**src/rtl/mem_store_buffer_pkg.sv**
```systemverilog
// Shared types and store opcodes for the MEM-stage store buffer.
// Store codes sit alongside the load-extender codes used elsewhere in MEM.
package mem_store_buffer_pkg;

  localparam logic [2:0] MS_SW = 3'b000;
  localparam logic [2:0] MS_SH = 3'b001;
  localparam logic [2:0] MS_SB = 3'b010;

  typedef struct packed {
    logic [29:0] waddr;
    logic [31:0] data;
    logic [3:0]  be;
  } sb_entry_t;

endpackage

```
**src/rtl/mem_store_buffer_aligner.sv**
```systemverilog
// Store aligner: maps SW/SH/SB onto byte lanes, builds byte enables and
// classifies misaligned or illegal opcodes. Purely combinational.
module mem_store_buffer_aligner
  import mem_store_buffer_pkg::*;
(
  input  logic [2:0]  op_i,
  input  logic [1:0]  addr_lo_i,
  input  logic [31:0] data_i,
  output logic [3:0]  be_o,
  output logic [31:0] data_o,
  output logic        misalign_o,
  output logic        illegal_o
);

  always_comb begin
    be_o       = 4'b0000;
    data_o     = 32'h0;
    misalign_o = 1'b0;
    illegal_o  = 1'b0;
    case (op_i)
      MS_SW: begin
        be_o       = 4'b1111;
        data_o     = data_i;
        misalign_o = (addr_lo_i != 2'b00);
      end
      MS_SH: begin
        be_o       = addr_lo_i[1] ? 4'b1100 : 4'b0011;
        data_o     = {2{data_i[15:0]}};
        misalign_o = addr_lo_i[0];
      end
      MS_SB: begin
        be_o   = 4'b0001 << addr_lo_i;
        data_o = {4{data_i[7:0]}};
      end
      default: illegal_o = 1'b1;
    endcase
  end

endmodule

```
**src/rtl/mem_store_buffer.sv**
```systemverilog
// Store buffer: aligns MEM-stage stores, coalesces into the youngest entry,
// and drains the head entry to data memory over req/ack.
module mem_store_buffer
  import mem_store_buffer_pkg::*;
#(
  parameter int DEPTH = 4
) (
  input  logic        clk,
  input  logic        rst,
  input  logic        st_valid,
  output logic        st_ready,
  input  logic [2:0]  st_op,
  input  logic [31:0] st_addr,
  input  logic [31:0] st_data,
  output logic        misalign,
  output logic        mem_req,
  output logic [31:0] mem_addr,
  output logic [31:0] mem_wdata,
  output logic [3:0]  mem_be,
  input  logic        mem_ack,
  input  logic [31:0] ld_addr,
  output logic        ld_hit,
  output logic        empty
);

  localparam int PW = $clog2(DEPTH);

  sb_entry_t       ent_q [DEPTH];
  sb_entry_t       ent_d [DEPTH];
  sb_entry_t       head_ent;
  logic [PW-1:0]   head_q, head_d, tail_q, tail_d, tail_m1;
  logic [PW:0]     count_q, count_d;
  logic            misalign_q, misalign_d;

  logic [3:0]      al_be;
  logic [31:0]     al_data;
  logic            al_mis, al_ill;
  logic            full, accept, enq_ok, merge, push, pop;
  logic [31:0]     merged_data;
  logic            unused_ld;

  mem_store_buffer_aligner u_aligner (
    .op_i       (st_op),
    .addr_lo_i  (st_addr[1:0]),
    .data_i     (st_data),
    .be_o       (al_be),
    .data_o     (al_data),
    .misalign_o (al_mis),
    .illegal_o  (al_ill)
  );

  assign unused_ld = ^ld_addr[1:0];

  assign empty    = (count_q == '0);
  assign full     = (count_q == (PW+1)'(DEPTH));
  assign st_ready = !full;
  assign accept   = st_valid && st_ready;
  assign enq_ok   = accept && !al_mis && !al_ill;
  assign tail_m1  = tail_q - PW'(1);

  // With two or more entries tail-1 is never the head, so merging cannot disturb the bus.
  assign merge = enq_ok && (count_q >= (PW+1)'(2)) && (ent_q[tail_m1].waddr == st_addr[31:2]);
  assign push  = enq_ok && !merge;
  assign pop   = mem_req && mem_ack;

  assign head_ent  = ent_q[head_q];
  assign mem_req   = !empty;
  assign mem_addr  = {head_ent.waddr, 2'b00};
  assign mem_wdata = head_ent.data;
  assign mem_be    = head_ent.be;
  assign misalign  = misalign_q;

  always_comb begin
    merged_data = ent_q[tail_m1].data;
    for (int b = 0; b < 4; b++) begin
      if (al_be[b]) merged_data[8*b +: 8] = al_data[8*b +: 8];
    end
  end

  // Popped slots are cleared so an empty buffer presents all-zero head outputs.
  always_comb begin
    for (int i = 0; i < DEPTH; i++) ent_d[i] = ent_q[i];
    if (pop) ent_d[head_q] = '0;
    if (push) begin
      ent_d[tail_q].waddr = st_addr[31:2];
      ent_d[tail_q].data  = al_data;
      ent_d[tail_q].be    = al_be;
    end
    if (merge) begin
      ent_d[tail_m1].data = merged_data;
      ent_d[tail_m1].be   = ent_q[tail_m1].be | al_be;
    end
  end

  always_comb begin
    head_d     = pop  ? head_q + PW'(1) : head_q;
    tail_d     = push ? tail_q + PW'(1) : tail_q;
    count_d    = count_q + (PW+1)'(push) - (PW+1)'(pop);
    misalign_d = accept && !al_ill && al_mis;
  end

  always_comb begin
    logic [PW-1:0] off;
    ld_hit = 1'b0;
    off    = '0;
    for (int i = 0; i < DEPTH; i++) begin
      off = PW'(i) - head_q;
      if (({1'b0, off} < count_q) && (ent_q[i].waddr == ld_addr[31:2])) ld_hit = 1'b1;
    end
  end

  always_ff @(posedge clk or posedge rst) begin
    if (rst) begin
      head_q     <= '0;
      tail_q     <= '0;
      count_q    <= '0;
      misalign_q <= 1'b0;
      for (int i = 0; i < DEPTH; i++) ent_q[i] <= '0;
    end else begin
      head_q     <= head_d;
      tail_q     <= tail_d;
      count_q    <= count_d;
      misalign_q <= misalign_d;
      for (int i = 0; i < DEPTH; i++) ent_q[i] <= ent_d[i];
    end
  end

endmodule

```
**config.mk**
```make
export PLATFORM = sky130hd
export DESIGN_NAME = mem_store_buffer
export DESIGN_NICKNAME = d
export VERILOG_FILES = /design/src/rtl/mem_store_buffer_pkg.sv /design/src/rtl/mem_store_buffer_aligner.sv /design/src/rtl/mem_store_buffer.sv
export SDC_FILE = /design/constraint.sdc
export NUM_CORES = 1
export LEC_CHECK = 0
export CAP_MARGIN = 20
export CORE_UTILIZATION = 42
export DETAILED_ROUTE_END_ITERATION = 8
export GPL_ROUTABILITY_DRIVEN = 0
export PLACE_DENSITY = 0.62
export SETUP_SLACK_MARGIN = 0.15
export SLEW_MARGIN = 20
export SYNTH_ARGS = -nofsm -noshare
export SYNTH_HDL_FRONTEND = slang
export SYNTH_HIERARCHICAL = 1
export SYNTH_SLANG_ARGS = --single-unit
```
**constraint.sdc**
```tcl
create_clock -name clk -period 10.9 [get_ports clk]
set_input_delay 2.18 -clock clk [delete_from_list [all_inputs] [get_ports clk]]
set_output_delay 2.18 -clock clk [all_outputs]
set_load 0.05 [all_outputs]
```
==> impl_summary.txt, run 1 <==
----------------------------------------------------
[CTS]
  Number of hold buffers added after cts ... 0
  Clock net sink count ... 272
  H-Tree Depth ... 2
  TritonCTS clock tree ... done
  CTS buffer count ... 36
  Maximum buffer depth of the clock tree ... 3
  Clock latency on the worst-skew pair ... 570 ps
  Root buffer selected by CTS ... sky130_fd_sc_hd__clkbuf_16
  Clock transition at the register clock pins on the worst setup and hold paths after CTS ... about 50 ps
  # Post-CTS Setup Buffers ... 0
  Number of cells upsized or downsized after cts ... 0

[Global routing]
  Met1 track demand over resource in global routing ... 40.2%
  Vias in the first global route ... 18.2k
  Met3 Use GR ... between 6 and 7%
  Number of antenna violations at the first check in global routing ... 2
  GRT Total Usage ... 29.8%
  Aggregate global routing overflow ... 0
  GR peak layer ... met2
  Maximum number of pins on one net before global-route repair ... 138
  Wire length of the first global-routing pass ... between 100000 and 150000 µm
  M2 GR Usage ... 46.2%

[Setup path]
  Internal reg-to-reg setup slack ... 4470 ps
  Delay-heaviest family, CP ... buffers and inverters
  Data required, critical path ... 8720 ps
  Crit path kind ... in -> out
  End of the worst register-to-register path ... ent_q[142]
  Critical path startpoint category ... input pin
  R2r worst-path depth ... 11
  Longest individual stage delay on the worst path ... approximately 840 ps
  Crit-path max FO ... 4
  Critical Path End Type ... output pin
  Cell breakdown of the critical path ... clkdlybuf4s50_1 -> xnor2_1 -> nand4_1 -> nor4_1 -> o2111ai_1 -> nor4_1 -> or4_1 -> clkdlybuf4s50_1
  Critical path arrival ... 5140 ps
  Slowest cell on the critical path ... sky130_fd_sc_hd__clkdlybuf4s50_1
  Start of the worst register-to-register path ... tail_q[0]
  Total buffers and inverters traversed by the critical path ... 2

[Finish]
  FF/Latch Area ... 6820 µm²
  Post-route design area ... 23700 µm²
  Post-route insts no fill ... 2873
  Layout cell share with drive strength beyond 1 ... 16.7%
  Area of the multi-input gates ... approximately 13000 µm²
  Antenna Cells ... 0
  Core utilization of the finished layout ... between 40% and 50%
  Area growth syn-to-layout ... 14.3%
  Count of fill cells added during filler insertion ... 4460
  Final layout net count ... 2305

[Power and ir drop]
  Clock share of power ... about 18%
  Leakage Power ... ~9.0 nW
  Internal power of the cells ... 0.00348 W
  Gate power share ... 54.4%
  Switching pwr ... between 0.003 and 0.004 W
  Reg power frac ... between 20% and 30%
  Switching part of the total ... 47.0%
  Peak VDD IR ... 229 µV
  Power per cell area ... around 280 nW/µm²

[Hold path]
  Source of the worst hold timing path ... ent_q[242]
  Worst min path class ... reg -> reg
  Cell depth of the worst min-delay path ... 2
  Hold Path End ... ent_q[242]

[Routing]
  Total Wirelength ... 75000 µm
  Via count ... between 15k and 20k
  DR iter-0 viols ... ~2.2k
  Post-detailed-route wirelength per cell ... 26.1 µm
  Final ANT Viol Nets ... 0
  Post-detailed-route via-to-cell ratio ... 6.37
  Final routed DRC violation total ... 0
  1st-pass router iterations ... 7

[Floorplan]
  Chip Height ... between 200 and 250 µm
  Total I/O pin count ... between 150 and 200
  Die width ... ~220 µm
  Initial cell density of the core ... 42.4%
  Row Count ... 81
  Floorplan die area ... 50300 µm²
  Core area ... 48800 µm²

[STA]
  Setup TNS ... 0 ps
  Number of endpoints with negative hold slack in the final report ... 0
  Actual transition at the worst max-transition pin ... around 1100 ps
  Max transition margin ... 28.0%
  Fmax ... roughly 140 MHz
  Setup repair after global routing missed its margin ... no
  Min Tclk post-route ... between 7000 and 8000 ps
  Final critical-path share of the clock period ... between 60% and 70%
  Setup clock skew after layout ... just under 40 ps
  Number of failing setup endpoints in the final timing report ... 0
  Max-slew violation count ... 0

[Logic synthesis]
  Synth Flop Type ... sky130_fd_sc_hd__dfrtp_1
  Share of the yosys chip area belonging to registers ... between 30 and 40%
  Post-Syn Area ... 20700 µm²
  Yosys Warn Count ... 6
  Post-Syn Area per Cell ... 9.61 µm²
  Number of cells produced by synthesis ... 2158
  Unique masters post-synth ... between 50 and 60
  FFs w/ async S/R, synth ... 100%
  Number of register bits inferred by synthesis ... 272
  Number of flops mapped to enable cells by yosys ... 0

[Place]
  Cell area reported after detailed placement ... 22600 µm²
  Detailed placement HPWL ... between 40000 and 50000 µm
  Number of buffers added on ports ... 171
  Post-placement cell count ... 2811

[Run status]
  Status ... finished, final reports clean

[Flow run]
  Max Cap Viol ... 0

----------------------------------------------------
[cell type report]
cell class                 instances  area share (%)
clock buffer                      50            4.29
sequential                       272            28.8
tap                              664            3.51
timing repair buffer             201            8.42
multi-input combinational       1659            54.3
clock inverter                    11           0.417
inverter                          16           0.285
[worst max path at each step]
| stage | startpoint | endpoint | slack [ps] | cells after the start |
|---|---|---|---|---|
| after floorplan | rst | count_q[0] | 1220 | 1 |
| after global placement | ld_addr[4] | ld_hit | 3720 | 8 |
| after detailed placement | ld_addr[19] | ld_hit | 3760 | 8 |
| after CTS | ld_addr[19] | ld_hit | 3760 | 8 |
| after global routing | ld_addr[21] | ld_hit | 3550 | 8 |
| final | ld_addr[4] | ld_hit | 3580 | 8 |
[kinds of logic after synthesis]
family,Yosys count,synth area share [%]
compound gates,341,9.58
xor+xnor,149,6.29
fa+ha+maj,16,1.00
buf+inv,228,5.40
flops,272,32.8
mux,493,31.7
other cells,1,0.0181
simple gates,658,13.2
[state kept, by name (all words and copies together), names as in the netlist]
signal    count
tail_q        2
misalign      1
ent_q       264
count_q       3
head_q        2
[power groups by stage]
stage / logic (W) / registers (W) / clock network, W
floorplan: 0.00261 / 0.00159 / 0
global placement: 0.00344 / 0.00181 / 0
detailed placement: 0.00349 / 0.00183 / 0
CTS: 0.00351 / 0.00181 / 0.00118
global route: 0.00373 / 0.00187 / 0.00122
finish: 0.00357 / 0.00183 / 0.00117
[placed cells by master (no fill, tap or decap), drive strengths merged, types with 2 or more instances in the layout]
master,synthesis,routed
and2,14,14
and2b,2,2
clkinv,0,8
nor4,21,21
buf,81,30
a211oi,2,2
nor3,4,4
nor4bb,2,2
clkdlybuf4s50,0,171
nand4,26,26
mux2i,231,231
mux4,116,116
conb,1,2
inv,16,18
nor2,157,157
dfrtp,272,272
xnor2,100,100
a21oi,162,162
nand2,404,404
ha,15,15
nand3,6,6
a21boi,6,6
and3,2,2
a2111oi,3,3
or3,2,2
mux2,146,146
nor2b,3,3
a22oi,2,2
xor2,49,49
o22ai,134,134
clkbuf,131,50
nand2b,9,9
o31ai,2,2
o21ai,13,13
a22o,2,2
o2111ai,5,5
o2bb2ai,4,4
[tightest hold or removal path: stages (launching register included)]
cell and delay [ps]:
sky130_fd_sc_hd__dfrtp_1 400, sky130_fd_sc_hd__nand2_1 70, sky130_fd_sc_hd__mux2i_1 60
[synthesized netlist by cell type, types with 11 or more instances]
library cell               count  area (µm²)
sky130_fd_sc_hd__nand4_1      26         163
sky130_fd_sc_hd__mux4_2      116        2610
sky130_fd_sc_hd__clkbuf_1    130         488
sky130_fd_sc_hd__a21oi_1     162         811
sky130_fd_sc_hd__nand2_1     404        1520
sky130_fd_sc_hd__nor2_1      157         589
sky130_fd_sc_hd__o22ai_1     134         838
sky130_fd_sc_hd__dfrtp_1     272        6810
sky130_fd_sc_hd__xor2_1       49         429
sky130_fd_sc_hd__o21ai_0      11        55.1
sky130_fd_sc_hd__ha_1         15         188
sky130_fd_sc_hd__buf_4        25         188
sky130_fd_sc_hd__buf_1        23        86.3
sky130_fd_sc_hd__inv_1        15        56.3
sky130_fd_sc_hd__buf_2        18        90.1
sky130_fd_sc_hd__mux2_2      146        1640
sky130_fd_sc_hd__mux2i_1     231        2310
sky130_fd_sc_hd__xnor2_1     100         876
sky130_fd_sc_hd__nor4_1       19         119
sky130_fd_sc_hd__and2_1       14        87.6
[metal layers]
layer,share of wire (%),vias to the layer above
li1,-,7784
met1,40,9143
met2,46,1157
met3,10,221
met4,4.2,2
met5,0.011,-
[through the flow]
stage | setup WS, ps | power [W] | hold slack, ps
after floorplan | 1220 | 0.00420 | 540
after global placement | 3720 | 0.00525 | 562
after detailed placement | 3760 | 0.00532 | 574
after CTS | 3760 | 0.00650 | 575
after global routing | 3550 | 0.00683 | 609
final | 3580 | 0.00656 | 573
(Power assumes the default switching activity.)
==> run 2: changes to the inputs <==
==> constraint.sdc (replaced) <==
create_clock -name clk -period 6.81 [get_ports clk]
set_input_delay 1.362 -clock clk [delete_from_list [all_inputs] [get_ports clk]]
set_output_delay 1.362 -clock clk [all_outputs]
set_load 0.05 [all_outputs]
==> impl_summary.txt, run 2 (synthesis results as in run 1) <==
----------------------------------------------------
[Global routing]
  GRT Total Usage ... between 20% and 30%
  Maximum number of pins on one net before global-route repair ... roughly 130
  Vias in the first global route ... 18.2k
  Wire length of the first global-routing pass ... around 110000 µm
  Aggregate global routing overflow ... 0
  Number of antenna violations at the first check in global routing ... 3

[Routing]
  Final ANT Viol Nets ... 0
  DR iter-0 viols ... 2313
  Post-detailed-route via-to-cell ratio ... 6.37
  Via count ... about 18k
  Post-detailed-route wirelength per cell ... 26.0 µm
  1st-pass router iterations ... 6
  Final routed DRC violation total ... 0
  Total Wirelength ... between 70000 and 80000 µm

[Hold path]
  Worst min path class ... reg -> reg
  Cell depth of the worst min-delay path ... 2
  Hold Path End ... ent_q[197]
  Source of the worst hold timing path ... ent_q[197]

[CTS]
  # Post-CTS Setup Buffers ... 0
  Clock latency on the worst-skew pair ... 580 ps
  H-Tree Depth ... 2
  Maximum buffer depth of the clock tree ... 3
  Number of hold buffers added after cts ... 0
  CTS buffer count ... 35
  Clock transition at the register clock pins on the worst setup and hold paths after CTS ... 50 ps
  TritonCTS clock tree ... done
  Root buffer selected by CTS ... sky130_fd_sc_hd__clkbuf_16
  Clock net sink count ... 272
  Number of cells upsized or downsized after cts ... 0

[Finish]
  Count of fill cells added during filler insertion ... 4465
  Final layout net count ... between 2k and 2.5k
  Area of the multi-input gates ... 12900 µm²
  Leading cell types in the layout, fill and taps excluded ... sky130_fd_sc_hd__nand2_1, sky130_fd_sc_hd__dfrtp_1, sky130_fd_sc_hd__mux2i_1
  Most common cell after layout, fill and taps aside ... sky130_fd_sc_hd__nand2_1
  Number of flip-flops under the largest register name ... ~260
  Post-route insts no fill ... 2882
  Area growth syn-to-layout ... 15.1%
  Top Registers ... ent_q (264), count_q (3)
  Core utilization of the finished layout ... 48.8%
  FF/Latch Area ... approximately 6800 µm²
  Top register by number of flip-flops ... ent_q
  Layout cell share with drive strength beyond 1 ... 17.1%

[Floorplan]
  Row Count ... between 80 and 90
  Floorplan die area ... approximately 50000 µm²
  Core area ... between 40000 and 50000 µm²
  Initial cell density of the core ... 42.4%
  Die width ... 224 µm
  Total I/O pin count ... 176
  Chip Height ... 224 µm

[Power and ir drop]
  Peak VDD IR ... 502 µV
  Power per cell area ... between 400 and 500 nW/µm²
  Leakage Power ... 9.05 nW

[STA]
  Actual transition at the worst max-transition pin ... 1060 ps
  Worst hold-check slack ... 592 ps
  Min Tclk post-route ... 5670 ps
  Max-slew violation count ... 0
  Fmax ... between 150 and 200 MHz
  Setup clock skew after layout ... roughly 40 ps
  Number of endpoints with negative hold slack in the final report ... 0
  Final critical-path share of the clock period ... 83.3%
  Setup repair after global routing missed its margin ... no
  Max transition margin ... 29.0%
  Number of failing setup endpoints in the final timing report ... 0
  Setup TNS ... 0 ps

[Run status]
  Status ... finished, final reports clean

[Setup path]
  Critical path arrival ... 4310 ps
  End of the worst register-to-register path ... count_q[2]
  Data required, critical path ... about 5500 ps
  Start of the worst register-to-register path ... tail_q[0]
  Crit-path max FO ... 4
  R2r worst-path depth ... 14
  Crit path kind ... in -> out
  Critical path startpoint category ... input pin
  Internal reg-to-reg setup slack ... 1760 ps
  Critical Path End Type ... output pin

[Flow run]
  Max Cap Viol ... 0

[Place]
  Number of buffers added on ports ... around 170
  Post-placement cell count ... about 2.8k
  Detailed placement HPWL ... around 47000 µm

----------------------------------------------------
==> run 2: cell types whose count changed in the layout (fill, tap and decap cells not counted), moves of 2 or more <==
| cell | delta |
|---|---|
| sky130_fd_sc_hd__clkinv_2 | -2 |
| sky130_fd_sc_hd__bufinv_16 | +2 |
| sky130_fd_sc_hd__clkbuf_8 | +2 |
| sky130_fd_sc_hd__buf_12 | +5 |
| sky130_fd_sc_hd__buf_4 | +3 |
| sky130_fd_sc_hd__clkbuf_16 | -3 |
==> run 2: metal layers <==
layer	up-vias	wire length [µm]	GRT usage (%)
met1	9173	29800	40.0
met4	2	2750	12.9
met3	217	7630	6.13
met2	1167	34600	46.1
met5	-	13	0
li1	7808	-	-
==> run 2: power by group <==
group	total, W	leakage, nW	switching, W	internal [W]
Sequential	0.00293	3.70	0.000782	0.00215
Combinational	0.00573	4.78	0.00337	0.00235
Clock	0.00191	0.557	0.000792	0.00111
Total	0.0106	9.05	0.00495	0.00561
==> run 2: critical path, stage by stage <==
cell and delay [ps]:
sky130_fd_sc_hd__clkdlybuf4s50_1 530, sky130_fd_sc_hd__xnor2_1 450, sky130_fd_sc_hd__nand4_1 160, sky130_fd_sc_hd__nor4_1 350
sky130_fd_sc_hd__o2111ai_1 200, sky130_fd_sc_hd__nor4_1 230, sky130_fd_sc_hd__or4_1 210, sky130_fd_sc_hd__clkdlybuf4s50_1 820
==> run 2: how the worst max path moves through the flow <==
stage / startpoint / endpoint / slack, ps / depth (start not counted)
6_report: ld_addr[4] / ld_hit / 1140 / 8
5_1_grt: head_q[0] / ld_hit / 1130 / 7
4_1_cts: head_q[0] / ld_hit / 1270 / 7
3_5_place_dp: st_op[2] / count_q[2] / 1290 / 16
3_3_place_gp: st_op[2] / count_q[2] / 1310 / 16
2_1_floorplan: rst / count_q[0] / 1850 / 1
==> run 2: area by class of cell <==
type,instances,share of cell area [%]
flip-flops and latches,272,28.6
repair buffers,210,8.92
inverters,16,0.267
diodes,1,0.0105
well taps,664,3.48
clock inverters,11,0.713
multi-input cells,1659,54.0
clock buffers,49,4.06
==> run 2: stage by stage <==
| step | cell area [µm²] | setup slack (ps) | total power (W) |
|---|---|---|---|
| after CTS | 23800 | 1270 | 0.0105 |
| after floorplan | 20700 | 1850 | 0.00673 |
| after detailed placement | 22700 | 1290 | 0.00853 |
| final | 23900 | 1140 | 0.0106 |
| after global routing | 23900 | 1130 | 0.0110 |
| after global placement | 22700 | 1310 | 0.00840 |
